$ cat src/rtl/cmp_pkg.sv
// cmp_pkg: shared definitions for the pipelined comparator.
//   cmp_op_t   - operation encoding carried on the op port
//   CMP_OP_W   - width of the op field
//   cmp_select - maps an op and the eq/gt/lt flags to a single result bit
package cmp_pkg;

    localparam int unsigned CMP_OP_W = 3;

    typedef enum logic [CMP_OP_W-1:0] {
        CMP_EQ   = 3'b000,
        CMP_GT   = 3'b001,
        CMP_LT   = 3'b010,
        CMP_ZERO = 3'b011,
        CMP_NE   = 3'b100,
        CMP_GE   = 3'b101,
        CMP_LE   = 3'b110,
        CMP_MAX  = 3'b111
    } cmp_op_t;

    // For CMP_ZERO the caller feeds b = 0, so eq means a == 0.
    // CMP_MAX has no boolean result and returns 0 here.
    function automatic logic cmp_select(cmp_op_t op, logic eq, logic gt, logic lt);
        logic r;
        r = 1'b0;
        case (op)
            CMP_EQ:   r = eq;
            CMP_GT:   r = gt;
            CMP_LT:   r = lt;
            CMP_ZERO: r = eq;
            CMP_NE:   r = !eq;
            CMP_GE:   r = !lt;
            CMP_LE:   r = !gt;
            default:  r = 1'b0;
        endcase
        return r;
    endfunction

endpackage

$ cat src/rtl/cmp_core.sv
// cmp_core: combinational magnitude comparator.
// Ports:
//   a, b       in  WIDTH  operands
//   is_signed  in  1      1 = two's-complement ordering, 0 = unsigned
//   eq, gt, lt out 1      exactly one is set for any operand pair
module cmp_core #(
    parameter int unsigned WIDTH = 6
) (
    input  logic [WIDTH-1:0] a,
    input  logic [WIDTH-1:0] b,
    input  logic             is_signed,
    output logic             eq,
    output logic             gt,
    output logic             lt
);

    always_comb begin
        eq = (a == b);
        lt = is_signed ? ($signed(a) < $signed(b)) : (a < b);
        gt = !eq && !lt;
    end

endmodule

$ cat src/rtl/cmp_pipe_unit.sv
// cmp_pipe_unit: registered WIDTH-bit comparator with a valid/ready output stage
// and a running-maximum tracker.
// Ports:
//   clk, reset_n          clock (rising edge), asynchronous active-low reset
//   in_valid / in_ready   operand beat handshake (in_ready is combinational)
//   a, b, op, is_signed   operands, cmp_pkg::cmp_op_t operation, signedness
//   max_clr               synchronous clear of the running maximum
//   out_valid / out_ready result handshake
//   result                0/1 zero-extended, or the tracked maximum for CMP_MAX
//   true_cnt              saturating count of accepted beats whose compare gave 1
// Build option: define CMP_CNT_EN to generate the true_cnt counter; otherwise
// true_cnt is tied to zero.
module cmp_pipe_unit
    import cmp_pkg::*;
#(
    parameter int unsigned WIDTH = 6,
    parameter int unsigned CNT_W = 8
) (
    input  logic             clk,
    input  logic             reset_n,
    input  logic             in_valid,
    output logic             in_ready,
    input  logic [WIDTH-1:0] a,
    input  logic [WIDTH-1:0] b,
    input  logic [2:0]       op,
    input  logic             is_signed,
    input  logic             max_clr,
    output logic             out_valid,
    input  logic             out_ready,
    output logic [WIDTH-1:0] result,
    output logic [CNT_W-1:0] true_cnt
);

    cmp_op_t op_e;
    logic    accept;

    logic             out_valid_q, out_valid_d;
    logic [WIDTH-1:0] result_q, result_d;
    logic             max_vld_q, max_vld_d;
    logic [WIDTH-1:0] max_val_q, max_val_d;

    logic [WIDTH-1:0] cmp_b;
    logic             flag_eq, flag_gt, flag_lt;
    logic             cmp_bit;
    logic             max_take;
    logic [WIDTH-1:0] max_next;

    assign op_e     = cmp_op_t'(op);
    assign in_ready = !out_valid_q || out_ready;
    assign accept   = in_valid && in_ready;

    // One comparator serves every op: MAX compares a against the tracked value,
    // ZERO compares a against zero, everything else compares a against b.
    always_comb begin
        cmp_b = b;
        if (op_e == CMP_MAX) begin
            cmp_b = max_val_q;
        end else if (op_e == CMP_ZERO) begin
            cmp_b = '0;
        end
    end

    cmp_core #(
        .WIDTH (WIDTH)
    ) u_cmp_core (
        .a         (a),
        .b         (cmp_b),
        .is_signed (is_signed),
        .eq        (flag_eq),
        .gt        (flag_gt),
        .lt        (flag_lt)
    );

    always_comb begin
        cmp_bit = cmp_select(op_e, flag_eq, flag_gt, flag_lt);

        // A concurrent max_clr empties the tracker before this beat is folded in.
        max_take = !(max_vld_q && !max_clr) || flag_gt;
        max_next = max_take ? a : max_val_q;

        out_valid_d = out_valid_q;
        result_d    = result_q;
        max_vld_d   = max_clr ? 1'b0 : max_vld_q;
        max_val_d   = max_val_q;

        if (accept) begin
            out_valid_d = 1'b1;
            if (op_e == CMP_MAX) begin
                max_val_d = max_next;
                max_vld_d = 1'b1;
                result_d  = max_next;
            end else begin
                result_d = {{(WIDTH-1){1'b0}}, cmp_bit};
            end
        end else if (out_ready) begin
            out_valid_d = 1'b0;
        end
    end

    always_ff @(posedge clk or negedge reset_n) begin
        if (!reset_n) begin
            out_valid_q <= 1'b0;
            result_q    <= '0;
            max_vld_q   <= 1'b0;
            max_val_q   <= '0;
        end else begin
            out_valid_q <= out_valid_d;
            result_q    <= result_d;
            max_vld_q   <= max_vld_d;
            max_val_q   <= max_val_d;
        end
    end

    assign out_valid = out_valid_q;
    assign result    = result_q;

`ifdef CMP_CNT_EN
    logic [CNT_W-1:0] cnt_q;

    always_ff @(posedge clk or negedge reset_n) begin
        if (!reset_n) begin
            cnt_q <= '0;
        end else if (accept && (op_e != CMP_MAX) && cmp_bit && (cnt_q != '1)) begin
            cnt_q <= cnt_q + {{(CNT_W-1){1'b0}}, 1'b1};
        end
    end

    assign true_cnt = cnt_q;
`else
    assign true_cnt = '0;
`endif

endmodule

$ cat config.mk
export PLATFORM = sky130hd
export DESIGN_NAME = cmp_pipe_unit
export DESIGN_NICKNAME = d
export VERILOG_FILES = /design/src/rtl/cmp_pkg.sv /design/src/rtl/cmp_core.sv /design/src/rtl/cmp_pipe_unit.sv
export SDC_FILE = /design/constraint.sdc
export NUM_CORES = 1
export LEC_CHECK = 0
export BUFFER_PORTS_ARGS = -buffer_cell sky130_fd_sc_hd__buf_2
export CAP_MARGIN = 20
export CORE_AREA = 2 2 61 63
export DETAILED_ROUTE_END_ITERATION = 12
export DIE_AREA = 0 0 63 65
export PLACE_DENSITY = 0.54
export SYNTH_ARGS = -nofsm -noshare
export SYNTH_HDL_FRONTEND = slang
export SYNTH_SLANG_ARGS = --single-unit
export TNS_END_PERCENT = 1
$ cat constraint.sdc
create_clock -name clk -period 2.63 [get_ports clk]
set_clock_uncertainty 0.2 [all_clocks]
set_input_delay 0.789 -clock clk [delete_from_list [all_inputs] [get_ports clk]]
set_output_delay 0.789 -clock clk [all_outputs]
set_load 0.01 [all_outputs]
==> summary.md <==
| Metric | Value |
|---|---|
| Proportion of synthesized chip area in sequential cells | `0.354` |
| Number of standard cells in the layout, taps in and fillers out | `193` |
| Synth async-reset ratio | `1.00` |
| Final worst-path cycle share | `1.05` |
| VDD IR max | `139 uV` |
| Mean number of vias per cell | `~4.4` |
| Number of clock sinks seen by CTS | `14` |
| Maximum frequency from static timing analysis | `~0.36 GHz` |
| CTS Root Buffer Type | `sky130_fd_sc_hd__clkbuf_4` |
| Number of synthesized register bits | `14` |
| DIE AREA | `4100 um2` |
| Leak pwr | `0.682 nW` |
| Final-report max-slew violation count | `0` |
| Port buffer count | `28` |
| Hold Violations, Final | `0` |
| Placed Instances | `between 150 and 200` |
| Core occupancy in the finished layout | `0.401` |
| Distinct cell type count of the synthesized netlist | `31` |
| Boundary pin count | `37` |
| Path type of the worst setup path | `in -> reg` |
| Synth-to-Final Area Change | `41.6%` |
| RSZ-0062 raised after global routing | `true` |
| Area of all placed cells without fillers | `around 1400 um2` |
| Number of global-route vias before repair | `866` |
| Fraction of synthesized cell area taken by the top area cell type | `0.354` |
| Residual antenna-violating net count after detailed routing | `0` |
| Biggest cell delay along the critical path | `0.32 ns` |
| H-tree Lvls | `1` |
| Main synth FF type | `sky130_fd_sc_hd__dfrtp_1` |
| Hold buffers post-CTS | `0` |
| Cell with the most instances after synthesis | `sky130_fd_sc_hd__dfrtp_1` |
| Estimated wirelength of the detail-placed design | `around 1900 um` |
| Total routing usage reported by global routing | `0.121` |
| Average detailed-routed wire length per instance | `11.8 um` |
| Post-Synthesis Cell Area | `about 990 um2` |
| Number of buffers on the longest clock path | `2` |
| Sort of element at the start of the critical path | `primary input` |
| Mean area per synthesized cell | `10.3 um2` |
| Total iterations of the first detailed-routing run | `4` |
| Wire length of the first global-routing pass | `3910 um` |
| Initial core utilization | `0.283` |
| Number of enable-type register cells in the synthesized netlist | `0` |
| Die height | `around 65 um` |
| Final Wtd Congestion | `between 0.7 and 0.8` |
| Synth Instances | `96` |
| Total power divided by cell area | `446 nW/um2` |
| Critical path data arrival time | `2.73 ns` |
| Vias | `~840` |
| Crit path capture type | `flop` |
| Worst Hold Class | `in -> async` |
| Largest net degree at the start of global routing | `15` |
| Top area cells in the synthesized netlist | `sky130_fd_sc_hd__dfrtp_1 35%, sky130_fd_sc_hd__mux2_4 9.1%, sky130_fd_sc_hd__ha_1 7.6%` |
| Delay-heaviest family, CP | `simple AND/OR/NAND/NOR gates` |
| Warning count from the yosys run | `0` |
| Final-report setup violation count | `12` |
| Worst setup slack after layout | `-0.142 ns` |
| Violated checks | `setup timing` |
| Worst-path fanout max | `6` |
| Total number of placement rows | `22` |
| Initial DRC Count | `15` |
| Die Span X | `63 um` |
| Clock tree from TritonCTS | `yes` |
| DRC violations left | `0` |
| Synth area leader | `sky130_fd_sc_hd__dfrtp_1` |
| Area of the core | `3500 um2` |
| Clock Pin Slew Worst Setup and Hold Paths | `about 0.090 ns` |
| Final critical delay including setup and external delays | `between 2 and 3 ns` |
| Count of buffering cells on the critical path with inverters included | `1` |
| Placement Cell Area | `1290 um2` |
| Inserted Clock Buffers | `3` |
| Commonest cells in the netlist | `14 x sky130_fd_sc_hd__dfrtp_1, 11 x sky130_fd_sc_hd__nand2_1, 8 x sky130_fd_sc_hd__buf_4` |
| Max-capacitance violation count | `0` |
| Worst path slowest cell | `sky130_fd_sc_hd__mux2_4` |
| Antenna diode count | `0` |
| Cell-by-cell listing of the critical path | `buf_6 > and2_4 > and3_4 > a21oi_2 > ha_4 > nor2b_4 > a211oi_4 > a32oi_4 > a21oi_4 > nor2_4 > mux2_4` |
| Skew-Pair Late Insertion Delay | `0.28 ns` |
| Number of antenna violations at the first check in global routing | `0` |
| Worst EP required | `around 2.6 ns` |
| Final layout net count | `173` |
| Aggregate global routing overflow | `0` |
| Result of the run | `finished, violations left` |
| Routed wire length | `2280 um` |
| Share of final-layout standard cells stronger than drive strength 1 | `0.476` |
[final timing paths]
path / start / endpoint / slack (ns) / cells past startpoint
max in group asynchronous: reset_n / max_val_q[0] / 1.80 / 1
worst max register to register: max_val_q[5] / max_val_q[1] / 0.20 / 9
min in group clk: result[4] / result[4] / 0.28 / 2
worst min register to register: result[4] / result[4] / 0.28 / 2
worst max-delay path: op[1] / max_val_q[1] / -0.14 / 11
worst min-delay path: reset_n / result[4] / 0.19 / 1
[sequential cells by signal, summed over array words and instances, names as in the netlist]
register,cells
max_val_q,6
result,6
out_valid,1
max_vld_q,1
[layer usage]
layer	track usage	up-vias	wire (um)
met4	0.0500	0	19
li1	-	430	-
met2	0.211	25	1160
met3	0.0139	2	114
met5	0	-	0
met1	0.151	385	990
[cells by family (layout without fill, tap and decap cells)]
kind of cell    count (synthesis)  count (layout)  share of synthesized area
simple gates                   32              32                      0.187
compound gates                 19              19                      0.139
flops                          14              14                      0.354
mux                            13              13                      0.162
buf+inv                        10              52                     0.0683
fa+ha+maj                       6               6                     0.0759
other cells                     1               8                    0.00379
xor+xnor                        1               1                    0.00886
[placed cells by master (no fill, tap or decap), types with 2 or more instances in the layout]
cell type                   n
sky130_fd_sc_hd__buf_2     26
sky130_fd_sc_hd__buf_4     18
sky130_fd_sc_hd__dfrtp_1   14
sky130_fd_sc_hd__nand2_1   11
sky130_fd_sc_hd__conb_1     8
sky130_fd_sc_hd__mux2i_1    7
sky130_fd_sc_hd__o21ai_0    6
sky130_fd_sc_hd__mux2_4     6
sky130_fd_sc_hd__a21oi_1    5
sky130_fd_sc_hd__ha_1       5
sky130_fd_sc_hd__and3_1     4
sky130_fd_sc_hd__nand2b_1   3
sky130_fd_sc_hd__clkbuf_4   3
sky130_fd_sc_hd__buf_6      3
sky130_fd_sc_hd__nand3_1    2
sky130_fd_sc_hd__nor3b_1    2
[stage by stage]
step / setup TNS, ns / total power, mW / setup WS, ns / hold slack [ns]
2_1_floorplan: -3.57 / 0.384 / -0.402 / 0.293
3_3_place_gp: -5.51 / 0.451 / -0.511 / 0.260
3_5_place_dp: -6.07 / 0.455 / -0.574 / 0.268
4_1_cts: -1.46 / 0.631 / -0.143 / 0.192
5_1_grt: -3.22 / 0.662 / -0.296 / 0.197
6_report: -1.39 / 0.624 / -0.142 / 0.185
[area by class of cell]
type | count | area, um2
clock buffers | 4 | 36.3
flip-flops and latches | 14 | 350
repair buffers | 47 | 299
multi-input cells | 79 | 651
fillers | 363 | 2100
well taps | 48 | 60.1
inverters | 1 | 3.75
[timing repair]
item,4_1_cts,5_1_grt
setup buffers,1,0
setup endpoints to repair,12,12
gates resized for setup,10,0
pin swaps,6,1
[worst reg2reg max path: cells and delay by family, from the launching register on]
family / cells / cell delay (ns)
compound gates: 4 / 0.45
simple gates: 3 / 0.63
fa+ha+maj: 1 / 0.32
mux: 1 / 0.33
flops: 1 / 0.39
[where the power goes]
group          internal (mW)  switching, mW
logic                  0.115         0.0860
registers              0.247         0.0241
clock network         0.0841         0.0670
total                  0.447          0.177
No activity file was read; power rests on OpenSTA's default activity.
